### src/rtl/simon_pkg.sv
// Shared definitions for the Simon Says blocks: direction codes, sequencer
// state encoding and a small helper that turns a stored step into a code.
package simon_pkg;

  localparam logic [2:0] DIR_UP    = 3'd0;
  localparam logic [2:0] DIR_DOWN  = 3'd1;
  localparam logic [2:0] DIR_RIGHT = 3'd2;
  localparam logic [2:0] DIR_LEFT  = 3'd3;
  localparam logic [2:0] DIR_NONE  = 3'd4;

  // Fallback seed for the LFSR; an all-zero seed would lock it up.
  localparam logic [15:0] LFSR_DEFAULT_SEED = 16'hACE1;

  typedef enum logic [2:0] {
    ST_IDLE     = 3'd0,
    ST_EXTEND   = 3'd1,
    ST_SHOW_ON  = 3'd2,
    ST_SHOW_OFF = 3'd3,
    ST_DONE     = 3'd4
  } seq_state_t;

  // A stored step is one of the four arrows; NONE is the only code with bit 2 set.
  function automatic logic [2:0] step_dir(input logic [1:0] code);
    return {1'b0, code};
  endfunction

endpackage

### src/rtl/simon_sequencer_if.sv
// Control/status bundle between game control and the pattern sequencer.
//
// Request semantics: there is no valid/ready pair. `start` is a level that the
// sequencer samples only while idle (busy=0); a start seen while busy is
// dropped, never queued. `clear` is honoured in every state and wins over
// `start`. `busy` is the only back-pressure indication; `done` is a one-cycle
// pulse marking the end of a round's playback.
interface simon_sequencer_if
  import simon_pkg::*;
#(
  parameter int LEN_W = 5
);
  logic             start;
  logic             clear;
  logic [2:0]       direction;
  logic             clicked;
  logic             lit;
  logic             busy;
  logic             done;
  logic [LEN_W-1:0] length;
  logic             full;
  seq_state_t       state;

  modport master (
    output start, clear,
    input  direction, clicked, lit, busy, done, length, full, state
  );

  modport slave (
    input  start, clear,
    output direction, clicked, lit, busy, done, length, full, state
  );
endinterface

### src/rtl/simon_lfsr.sv
// 16-bit Fibonacci LFSR (taps 16/14/13/11), free running, right shifting.
// A zero seed is replaced by the default seed so the register never locks.
module simon_lfsr
  import simon_pkg::*;
#(
  parameter logic [15:0] SEED  = 16'hACE1,
  parameter int          OUT_W = 16
) (
  input  logic             clock,
  input  logic             reset,
  output logic [OUT_W-1:0] o_value
);

  localparam logic [15:0] EFF_SEED = (SEED == 16'h0000) ? LFSR_DEFAULT_SEED : SEED;

  logic [15:0] r_lfsr;
  logic        w_feedback;

  assign w_feedback = r_lfsr[0] ^ r_lfsr[2] ^ r_lfsr[3] ^ r_lfsr[5];

  // Advance one step every cycle; reset reloads the seed.
  always_ff @(posedge clock or posedge reset) begin
    if (reset) begin
      r_lfsr <= EFF_SEED;
    end else begin
      r_lfsr <= {w_feedback, r_lfsr[15:1]};
    end
  end

  assign o_value = r_lfsr[OUT_W-1:0];

endmodule

### src/rtl/simon_sequencer.sv
// Simon Says pattern sequencer: each round appends one pseudo-random arrow to
// the stored sequence and replays the whole sequence as timed show/gap steps.
module simon_sequencer
  import simon_pkg::*;
#(
  parameter int          MAX_LEN    = 16,
  parameter int          ON_CYCLES  = 25_000_000,
  parameter int          OFF_CYCLES = 12_500_000,
  parameter logic [15:0] LFSR_SEED  = 16'hACE1
) (
  input  logic              clock,
  input  logic              reset,
  simon_sequencer_if.slave  bus
);

  localparam int LW   = $clog2(MAX_LEN + 1);
  localparam int IW   = (MAX_LEN > 1) ? $clog2(MAX_LEN) : 1;
  localparam int TMAX = (ON_CYCLES > OFF_CYCLES) ? ON_CYCLES : OFF_CYCLES;
  localparam int TW   = $clog2(TMAX + 1);

  localparam logic [TW-1:0] ON_LOAD  = TW'(ON_CYCLES - 1);
  localparam logic [TW-1:0] OFF_LOAD = TW'(OFF_CYCLES - 1);
  localparam logic [LW-1:0] LEN_MAX  = LW'(MAX_LEN);

  seq_state_t    r_state;
  logic [1:0]    r_mem [MAX_LEN];
  logic [LW-1:0] r_length;
  logic [LW-1:0] r_idx;
  logic [TW-1:0] r_timer;
  logic [2:0]    r_direction;
  logic          r_clicked;
  logic          r_lit;
  logic          r_busy;
  logic          r_done;
  logic          r_full;

  logic [1:0]    w_lfsr_code;
  logic [LW-1:0] w_len_inc;
  logic [LW-1:0] w_idx_inc;
  logic [1:0]    w_first_code;
  logic [1:0]    w_next_code;

  simon_lfsr #(
    .SEED  (LFSR_SEED),
    .OUT_W (2)
  ) u_lfsr (
    .clock   (clock),
    .reset   (reset),
    .o_value (w_lfsr_code)
  );

  assign w_len_inc = r_length + 1'b1;
  assign w_idx_inc = r_idx + 1'b1;

  // Step 0 is shown in the cycle right after EXTEND; if the store was empty the
  // value is being written in that same edge, so take it straight from the LFSR.
  assign w_first_code = (!r_full && (r_length == '0)) ? w_lfsr_code : r_mem[0];
  assign w_next_code  = r_mem[w_idx_inc[IW-1:0]];

  // Sequence store: one new step per round, written only in EXTEND when room remains.
  always_ff @(posedge clock) begin
    if (r_state == ST_EXTEND && !bus.clear && !r_full) begin
      r_mem[r_length[IW-1:0]] <= w_lfsr_code;
    end
  end

  // Round FSM with registered outputs; clear aborts from any state.
  always_ff @(posedge clock or posedge reset) begin
    if (reset) begin
      r_state     <= ST_IDLE;
      r_length    <= '0;
      r_idx       <= '0;
      r_timer     <= '0;
      r_direction <= DIR_NONE;
      r_clicked   <= 1'b0;
      r_lit       <= 1'b0;
      r_busy      <= 1'b0;
      r_done      <= 1'b0;
      r_full      <= 1'b0;
    end else if (bus.clear) begin
      r_state     <= ST_IDLE;
      r_length    <= '0;
      r_idx       <= '0;
      r_timer     <= '0;
      r_direction <= DIR_NONE;
      r_clicked   <= 1'b0;
      r_lit       <= 1'b0;
      r_busy      <= 1'b0;
      r_done      <= 1'b0;
      r_full      <= 1'b0;
    end else begin
      case (r_state)
        ST_IDLE: begin
          if (bus.start) begin
            r_state <= ST_EXTEND;
            r_busy  <= 1'b1;
          end
        end
        ST_EXTEND: begin
          // A full store replays the existing sequence unchanged.
          if (!r_full) begin
            r_length <= w_len_inc;
            r_full   <= (w_len_inc == LEN_MAX);
          end
          r_idx       <= '0;
          r_timer     <= ON_LOAD;
          r_state     <= ST_SHOW_ON;
          r_direction <= step_dir(w_first_code);
          r_lit       <= 1'b1;
          r_clicked   <= 1'b1;
        end
        ST_SHOW_ON: begin
          r_clicked <= 1'b0;
          if (r_timer == '0) begin
            r_state     <= ST_SHOW_OFF;
            r_timer     <= OFF_LOAD;
            r_direction <= DIR_NONE;
            r_lit       <= 1'b0;
          end else begin
            r_timer <= r_timer - 1'b1;
          end
        end
        ST_SHOW_OFF: begin
          if (r_timer == '0) begin
            r_idx <= w_idx_inc;
            if (w_idx_inc == r_length) begin
              r_state <= ST_DONE;
              r_done  <= 1'b1;
            end else begin
              r_state     <= ST_SHOW_ON;
              r_timer     <= ON_LOAD;
              r_direction <= step_dir(w_next_code);
              r_lit       <= 1'b1;
              r_clicked   <= 1'b1;
            end
          end else begin
            r_timer <= r_timer - 1'b1;
          end
        end
        ST_DONE: begin
          r_done  <= 1'b0;
          r_busy  <= 1'b0;
          r_state <= ST_IDLE;
        end
        default: begin
          r_state <= ST_IDLE;
        end
      endcase
    end
  end

  assign bus.direction = r_direction;
  assign bus.clicked   = r_clicked;
  assign bus.lit       = r_lit;
  assign bus.busy      = r_busy;
  assign bus.done      = r_done;
  assign bus.length    = r_length;
  assign bus.full      = r_full;
  assign bus.state     = r_state;

endmodule
### src/flat_wrapper.sv
// flat-port wrapper written by rule: the top's interface ports become plain ports
module simon_sequencer_flat import simon_pkg::*;
#(
  parameter int          MAX_LEN    = 16,
  parameter int          ON_CYCLES  = 25_000_000,
  parameter int          OFF_CYCLES = 12_500_000,
  parameter logic [15:0] LFSR_SEED  = 16'hACE1
)
  (clock, reset, bus_start, bus_clear, bus_direction, bus_clicked, bus_lit, bus_busy, bus_done, bus_length, bus_full, bus_state);
  simon_sequencer_if bus_i ();
  input  logic clock;
  input  logic reset;
  input wire logic [$bits(bus_i.start)-1:0] bus_start;
  input wire logic [$bits(bus_i.clear)-1:0] bus_clear;
  output wire logic [$bits(bus_i.direction)-1:0] bus_direction;
  output wire logic [$bits(bus_i.clicked)-1:0] bus_clicked;
  output wire logic [$bits(bus_i.lit)-1:0] bus_lit;
  output wire logic [$bits(bus_i.busy)-1:0] bus_busy;
  output wire logic [$bits(bus_i.done)-1:0] bus_done;
  output wire logic [$bits(bus_i.length)-1:0] bus_length;
  output wire logic [$bits(bus_i.full)-1:0] bus_full;
  output wire logic [$bits(bus_i.state)-1:0] bus_state;
  assign bus_i.start = bus_start;
  assign bus_i.clear = bus_clear;
  assign bus_direction = bus_i.direction;
  assign bus_clicked = bus_i.clicked;
  assign bus_lit = bus_i.lit;
  assign bus_busy = bus_i.busy;
  assign bus_done = bus_i.done;
  assign bus_length = bus_i.length;
  assign bus_full = bus_i.full;
  assign bus_state = bus_i.state;
  simon_sequencer #(.MAX_LEN(MAX_LEN), .ON_CYCLES(ON_CYCLES), .OFF_CYCLES(OFF_CYCLES), .LFSR_SEED(LFSR_SEED)) u_core (.clock(clock), .reset(reset), .bus(bus_i));
endmodule
### config.mk
export PLATFORM = sky130hd
export DESIGN_NAME = simon_sequencer_flat
export DESIGN_NICKNAME = d
export VERILOG_FILES = /design/src/rtl/simon_pkg.sv /design/src/rtl/simon_sequencer_if.sv /design/src/rtl/simon_lfsr.sv /design/src/rtl/simon_sequencer.sv /design/src/flat_wrapper.sv
export SDC_FILE = /design/constraint.sdc
export NUM_CORES = 1
export LEC_CHECK = 0
export CAP_MARGIN = 30
export CELL_PAD_IN_SITES_DETAIL_PLACEMENT = 0
export CELL_PAD_IN_SITES_GLOBAL_PLACEMENT = 1
export CORE_ASPECT_RATIO = 0.5
export CORE_MARGIN = 2
export CORE_UTILIZATION = 44
export DETAILED_ROUTE_END_ITERATION = 7
export HOLD_SLACK_MARGIN = 0.06
export PLACE_DENSITY = 0.81
export SLEW_MARGIN = 20
export SYNTH_ARGS = -nofsm -noshare
export SYNTH_HDL_FRONTEND = slang
export SYNTH_SLANG_ARGS = --single-unit
export TNS_END_PERCENT = 10
### constraint.sdc
create_clock -name clock -period 2.5 [get_ports clock]
set_input_delay 0.5 -clock clock [delete_from_list [all_inputs] [get_ports clock]]
set_output_delay 0.5 -clock clock [all_outputs]
set_load 0.005 [all_outputs]
Word level (Yosys, flattened, before mapping):

Memories as Yosys holds them, arrays and structs flattened.
Cells that the tools add are included.

* register bits: 62
* output and inout port bits: 16
* memories: 1
* RAM bits: 32

* equal/unequal tests: 13
* reduce and logical (&&, ||, !) cells: 21
* muxes and demuxes: 42
* $add $sub $neg: 3
* bitwise logic cells: 3

Memory list
* u_core.r_mem: words 16, bits a word 2, rd ports 2, clocked after Yosys merged registers in 0, wr ports 1, RTL line simon_sequencer.sv:26 `logic [1:0] r_mem [MAX_LEN];`

Operators by type and width (count)
* 25-bit two-way mux: 4
* 25-bit one-hot mux with 3 select lines: 1
* 3-bit two-way mux: 9
* 25-bit logical NOT: 1
* 5-bit two-way mux: 5
* 25-bit by 1-bit subtractor with 25-bit output, second input constant: 1
* 1-bit two-way mux: 15
* 3-bit one-hot mux with 4 select lines: 1
* 5-bit by 1-bit adder with 5-bit output, second input constant: 2
* 5-bit one-hot mux with 2 select lines: 1
* 3-bit by 2-bit inequality test with 1-bit output, second input constant: 3
* 3-bit one-hot mux with 3 select lines: 1
* 3-bit AND reduction: 3
* 3-bit nonzero test: 3
* 2-bit AND reduction: 4
* 3-bit by 2-bit == test with 1-bit output, second input constant: 2
* 3-bit inequality test, second input constant: 2
* 1-bit one-hot mux with 3 select lines: 2
* 5-bit == test: 1
* 5-bit == test, second input constant: 1
* 5-bit logical NOT: 1
* 4-bit inequality test, second input constant: 1
* 1-bit one-hot mux with 2 select lines: 2
* 4-bit AND reduction: 1
* other kinds (10): 15

Depth between registers and ports, before layout:

* depth after elaboration: 6
* gate-level depth with buffers: 10
* gate-level depth less buffers: 8

Hierarchy:

From an unflattened synthesis, not the netlist that was laid out.

* cells, all modules: 412
* area total of the unflattened synthesis: 4630.7 um^2

By module, submodules not included
* simon_sequencer: area an instance 4175.3 um^2, sequential area each 2113.3 um^2, cells each 390, instances 1
* simon_lfsr: area an instance 455.4 um^2, sequential area each 410.4 um^2, cells each 22, instances 1

Worst setup path before layout:

OpenSTA, ideal clock, no wires.

* path type: register to register
* start: register u_core.r_timer[13]
* end: register u_core.r_direction[0], in the netlist u_core.bus.direction[0]
* data arrival time: 2.465 ns
* path buffers: 1
* data required time: 2.375 ns
* clock period less this slack: 2.590 ns
* cell stages (with the launch flop): 8
* path slack: -0.090 ns
* path through: dfrtp_1 > or4_4 > or4_4 > buf_6 > nor3_4 > o21ai_1 > a31oi_1 > mux2_2

* word-level cells in the longest chain between the ends: 3

RTL lines
* start, declared: RTL line simon_sequencer.sv:29 `logic [TW-1:0] r_timer;`
* start signal, assigned: RTL line simon_sequencer.sv:120 `r_timer <= r_timer - 1'b1;`
* start signal, assigned: RTL line simon_sequencer.sv:137 `r_timer <= r_timer - 1'b1;`
* 25-bit logical NOT (*): RTL line simon_sequencer.sv:114, simon_sequencer.sv:124
* 3-bit by 2-bit inequality test with 1-bit output (no source line)
* 4-bit AND reduction (no source line) (*)
* end signal, assigned: RTL line simon_sequencer.sv:108 `r_direction <= step_dir(w_first_code);`
* end signal, assigned: RTL line simon_sequencer.sv:132 `r_direction <= step_dir(w_next_code);`
* end, declared: RTL line simon_sequencer.sv:30 `logic [2:0] r_direction;`

Mark *: on every way between the ends. The rest lies on a longest branch, timed or not.
A chain may end at the register's enable or synchronous reset.

Worst setup path after layout:

* start: register u_core.r_timer[15]
* end: register u_core.r_timer[21]

* word-level cells in the longest chain between the ends: 4

RTL lines
* 25-bit by 1-bit subtractor with 25-bit output or 25-bit logical NOT (tied branches)
* 25-bit two-way mux (on tied branches): RTL line simon_sequencer.sv:124, simon_sequencer.sv:114
* 25-bit one-hot mux with 3 select lines: RTL line simon_sequencer.sv:92 `case (r_state)`
* 25-bit two-way mux: RTL line simon_sequencer.sv:80 `end else if (bus.clear) begin`

Parallel ways exist; a longest one is shown, timed or not.

==> results_dict.tcl <==
set metrics [dict create \
    status "complete, no violations" \
    cts_tree "built" \
    r2r_setup_slack_ps 60 \
    power.leakage_nw 2.23 \
    cp.required_ps 2760 \
    grt_pass1_vias 3621 \
    hp-class "reg -> reg" \
    maxSlewHeadroom_pct 51.6 \
    worst_pin_slew_ps 721 \
    drv_cap 0 \
    antenna_found_initial 0 \
    synth-edff-count 32 \
    synthAdderAreaFrac_pct 1.89 \
    clockRootBuffer "clkbuf_16" \
    drive_gt1_share_pct 19.8 \
    drv_slew 0 \
    dr_total_vias 3659 \
    setup_ws_ps 64.2 \
    routed_via_density 5.72 \
    synthXorXnorAreaFrac_pct 3.59 \
    ios 20 \
    dpl.hpwl_um 7690 \
    synth_compound_area_share_pct 14.4 \
    synth_top_family_by_area "simple AND/OR/NAND/NOR gates" \
    fp.coreArea_um2 10200 \
    synth_nets 448 \
    critPathLaunchType "flip-flop" \
    synthSimpleGateAreaFrac_pct 20.1 \
    p_total_mw 3.56 \
    cts_buffers 9 \
    grt.overflow.total 0 \
    timing.fmax_ghz 0.411 \
    ir_drop_mv 0.299 \
    ys_warn_count 0 \
    dieArea_um2 11400 \
    ys_async_sr_fraction_pct 66.0 \
    worstSetupStartpoint "u_core.r_timer[15]" \
    grt_pass1_wl_um 18100 \
    grt_util_all_layers_pct 20.5 \
    setup_viol 0 \
    syn_inst 437 \
    fin_cells 640 \
    row_count 26 \
    cts_sinks 94 \
    worstSetupPathType "reg -> reg" \
    ys_seq_elements 94 \
    ys.flop_type "dfrtp_1" \
    drc 0 \
    fill_cells 876 \
    whs_ps 353 \
    r2r_end "u_core.r_timer[21]" \
    drt-initial-drc-count 296 \
    finalCritPeriodShare_pct 97.4 \
    fin_area_um2 5680 \
    finalNetCount 506 \
    grt_max_degree 63 \
    dr.pass1.iters 5 \
    placed_cells 624 \
    tns_ps 0 \
    wire_per_inst_um 17.1 \
    ys_types 60 \
    initial_utilization_pct 45.4 \
    r2r_cells 6 \
    htreeDepth 3 \
    fin_skew_ps 5.09 \
    min_to "u_core.u_lfsr.r_lfsr[8]" \
    synth_mux_area_share_pct 2.54 \
    post_cts_buffers 0 \
    syn_to_final_growth_pct 22.5 \
    io_buffers 19 \
    cts-hold-fix-buffers 0 \
    rsz0062_at_grt "true" \
    drt_wl_total_um 10900 \
    place_area_um2 5340 \
    die-height_um 76.6 \
    insertion_delay_ps 350 \
    min_period_ps 2440 \
    p_per_area_nw_per_um2 627 \
    dieWidth_um 149 \
    post-place-ws_ps -44.0 \
    hold_depth 0 \
    ant_nets 0 \
    final-hold-violation-count 0 \
    timing.rr.start "u_core.r_timer[15]" \
    utilization_pct 55.6 \
    cp_max_fo 7 \
    cp-end-kind "flip-flop" \
    gp_congestion 0.896 \
    path_clk_slew_ps 70 \
    ys_seq_area_share_pct 54.5 \
    worstHoldStart "u_core.u_lfsr.r_lfsr[9]" \
    diodes 0 \
    cp_data_arrival_time_ps 2690 \
    clock_path_buffers 2 \
    avgSynthCellArea_um2 10.6 \
    synth_area_um2 4630 \
]
layout make-up:
class	instances	area (um2)	share of cell area, %
clock buffer	10	229	4.03
sequential	94	2520	44.5
tap	140	175	3.09
inverter	11	41.3	0.727
clock inverter	6	53.8	0.948
timing repair buffer	70	627	11.0
multi-input combinational	309	2030	35.7
cell usage after synthesis (all sizes together) (5+ instances only):
master / n / area share [%]
ha: 7 / 1.9
dfstp: 9 / 5.1
nand4: 15 / 2.0
and2: 19 / 2.6
a21oi: 20 / 2.2
o31ai: 9 / 1.8
o21ai: 23 / 2.5
nand2b: 6 / 0.81
nor4: 8 / 1.1
nand2: 47 / 3.8
nor3: 12 / 1.5
edfxtp: 32 / 21
buf: 6 / 0.73
xor2: 8 / 1.5
xnor2: 11 / 2.1
or4: 8 / 1.5
nor2: 32 / 2.6
inv: 11 / 0.89
a311oi: 8 / 1.6
nand3: 13 / 1.4
mux2i: 5 / 1.1
dfrtp: 53 / 29
or3: 5 / 0.78
clkbuf: 17 / 1.4
a31oi: 8 / 1.1
what timing repair did:
item	CTS	global route
cloned	0	0
pin swaps	0	1
gates resized for setup	1	12
setup endpoints to repair	1	32
kinds of logic (layout without fill, tap and decap cells):
group | Yosys count | in the layout
DFF | 94 | 94
muxes | 9 | 9
buffers and inverters | 34 | 97
and+or+nand+nor | 178 | 178
xor gates and xnor gates | 19 | 19
AOI/OAI and AO/OA | 96 | 96
adders and majority gates | 7 | 7
worst max-delay path: stages, from the launching register on:
cell and delay, ps:
dfrtp_1 390, or4_4 540, or4_4 490, or3_4 430, o31ai_4 160, a21oi_1 100, a311oi_2 230
layout by cell type, fill, tap and decap left out, types with 3 or more instances in the layout:
cell / Yosys / routed
nand2b_1: 6 / 6
nor3_1: 11 / 10
dfstp_2: 9 / 9
a211oi_1: 4 / 4
nor3b_1: 3 / 3
nor4_1: 8 / 7
clkbuf_16: 0 / 9
nor2_1: 32 / 31
nand3_1: 13 / 12
nand4_1: 15 / 15
or4_4: 2 / 4
and2_1: 19 / 19
clkdlybuf4s50_1: 0 / 19
o311ai_0: 4 / 4
nor2b_1: 4 / 4
mux2i_1: 5 / 5
buf_4: 0 / 46
xnor2_1: 11 / 11
or3_1: 4 / 4
or4_1: 6 / 4
inv_1: 11 / 10
a311oi_1: 7 / 7
edfxtp_1: 32 / 32
o21ai_0: 22 / 22
xor2_1: 8 / 8
dfrtp_1: 53 / 53
a21oi_1: 20 / 20
ha_1: 7 / 7
o31ai_1: 8 / 8
a31oi_1: 8 / 7
buf_12: 0 / 4
nand2_1: 47 / 47
a22o_1: 4 / 4
how the worst max path moves through the flow:
stage | to
floorplan | u_core.bus.direction[0]
global placement | u_core.bus.lit
detailed placement | u_core.bus.lit
CTS | u_core.r_idx[2]
global route | u_core.bus.direction[0]
finish | u_core.r_timer[21]
sequential cells by signal (all words and copies together), names as in the netlist:
| signal | cells |
|---|---|
| u_core.bus.length | 5 |
| u_core.bus.full | 1 |
| u_core.r_idx | 5 |
| u_core.bus.direction | 3 |
| u_core.bus.busy | 1 |
| u_core.bus.clicked | 1 |
| u_core.bus.state | 3 |
| u_core.bus.lit | 1 |
| u_core.r_mem | 32 |
| u_core.u_lfsr.r_lfsr | 16 |
| u_core.r_timer | 25 |
| u_core.bus.done | 1 |
metal layers:
metal / global-route usage, % / routed length [um] / vias up
li1: - / - / 1744
met1: 27.3 / 5080 / 1802
met2: 33.5 / 5230 / 93
met3: 4.79 / 447 / 20
met4: 6.29 / 172 / 0
met5: 0 / 0 / -
report_power, final:
group	total [mW]	internal [mW]	switching, mW
clock network	1.30	0.692	0.610
logic	0.556	0.249	0.308
registers	1.70	1.64	0.0549
Power figures use the tool's default switching activity.
==> edit: new RTL, config.mk and constraints unchanged <==
`OFF_CYCLES` is set to 12_500_000 in 2 places; all go to 50_000_000.
--- a/src/rtl/simon_sequencer.sv
+++ b/src/rtl/simon_sequencer.sv
@@ -6,5 +6,5 @@
   parameter int          MAX_LEN    = 16,
   parameter int          ON_CYCLES  = 25_000_000,
-  parameter int          OFF_CYCLES = 12_500_000,
+  parameter int          OFF_CYCLES = 50_000_000,
   parameter logic [15:0] LFSR_SEED  = 16'hACE1
 ) (
--- a/src/flat_wrapper.sv
+++ b/src/flat_wrapper.sv
@@ -4,5 +4,5 @@
   parameter int          MAX_LEN    = 16,
   parameter int          ON_CYCLES  = 25_000_000,
-  parameter int          OFF_CYCLES = 12_500_000,
+  parameter int          OFF_CYCLES = 50_000_000,
   parameter logic [15:0] LFSR_SEED  = 16'hACE1
 )
Formal check against the unedited RTL: no difference found for any inputs over 10 cycles, from zero or initial values and one cycle with reset high; that may be too few to reach the edited logic, so the function may still have changed.
==> edit against the unedited design <==
Wire length increased by 4.9%; sequential cell count increased by 1; design area increased by 0.53%; synthesized area increased by 3.0%; setup slack improved by 0.025 ns; non-clock buffer count decreased by 8; core utilization decreased by 0.58 points; power increased by 8.8%; critical endpoint is now u_core.bus.direction[1]$_DFFE_PP0P_; largest cell class unchanged; highest routed layer unchanged.
==> edit: results (changes against the unedited design) <==
Area after DPL 0.00538 sq mm (+0.82%); number of sequential cells 95 (+1.1%); mux cell area share after synthesis 6.13% (+3.6 points); via/cell ratio 5.90 (+3.3%); vias in the first global route 3,765 (+4.0%); Psw 0.00111 W (+14%); WL met2 5450 microns (+4.3%); Worst Path Arrival 2.64 ns (-0.05 ns); met3 Track Usage GR 4.18% (-0.61 points); sequential share of the synthesized area 53.4% (-1.1 points); xor and xnor fraction of the mapped netlist area 3.96% (+0.37 points); DRT iter0 DRCs 273 (-7.8%); pwr dens 678 mW/mm^2 (+8.3%); GR Layer Usage met1 30.4% (+3.1 points); hpwl dp 8050 microns (+4.7%); clk_skew 0.00569 ns (+0.000599 ns); Cell variety after synth 65 (+8.3%); GR Util met2 33.5% (about the same); Mapped Avg Cell Area 11.2 sq um (+5.2%); share of layout cells above drive strength 1 20.8% (+0.99 points); gr usage total 21.5% (+0.95 points); multi-input logic area 0.00208 sq mm (+2.4%); ClkCell Share 5.50% (+0.52 points); largest net degree at the start of global routing 47 (-25%); Synth top cells by count dfrtp_1, nor2_1, edfxtp_1, a21oi_1, nand2_1; Post-Layout Cell Count 621 (-3.0%); P&R area growth vs syn 19.5%; combinational cell power 0.000664 W (+19%); outcome finished, final reports clean; first-pass GRT wire length 19,400 microns (+7.3%); cell count of the worst reg-to-reg path 5 (-1); fraction of area in registers 44.7% (+0.20 points); Final #Nets 486 (-4.0%); Logic inverters 18 (+7); Routed wire per std cell 18.5 microns (+8.1%); multi-input gate count 290 (-6.1%); M1 WL 5230 microns (+2.9%); met3 wire length 556 microns (+24%); Mapped Nets 438 (-2.2%); clock share of power 37.4% (+0.8 points); worst slew pin tran 0.678 ns (-0.0425 ns); top cells by area, synth dfrtp_1, edfxtp_1, dfstp_2; Adder-Cell Fraction of Synth Area 1.57% (-0.32 points); CLK BUF 9 (-1); cell count after placement 605 (-3.0%); FF-to-FF End u_core.bus.direction[1]$_DFFE_PP0P_; Layout fillers 895 (+2.2%)
## edit: worst min path at each step
| stage | endpoint |
|---|---|
| 4_1_cts | u_core.u_lfsr.r_lfsr[10]$_DFF_PP1_ |
| 6_report | u_core.u_lfsr.r_lfsr[8]$_DFF_PP0_ |
| 3_5_place_dp | u_core.u_lfsr.r_lfsr[13]$_DFF_PP1_ |
| 3_3_place_gp | u_core.u_lfsr.r_lfsr[8]$_DFF_PP0_ |
| 2_1_floorplan | u_core.u_lfsr.r_lfsr[3]$_DFF_PP0_ |
| 5_1_grt | u_core.u_lfsr.r_lfsr[10]$_DFF_PP1_ |
## edit: through the flow
stage / hold WS, ns / worst slack [ns]
after floorplan: 0.331 / -0.0969
after detailed placement: 0.338 / -0.0739
after global routing: 0.365 / 0.0248
after CTS: 0.359 / 0.0730
after global placement: 0.336 / -0.0184
final: 0.358 / 0.0888
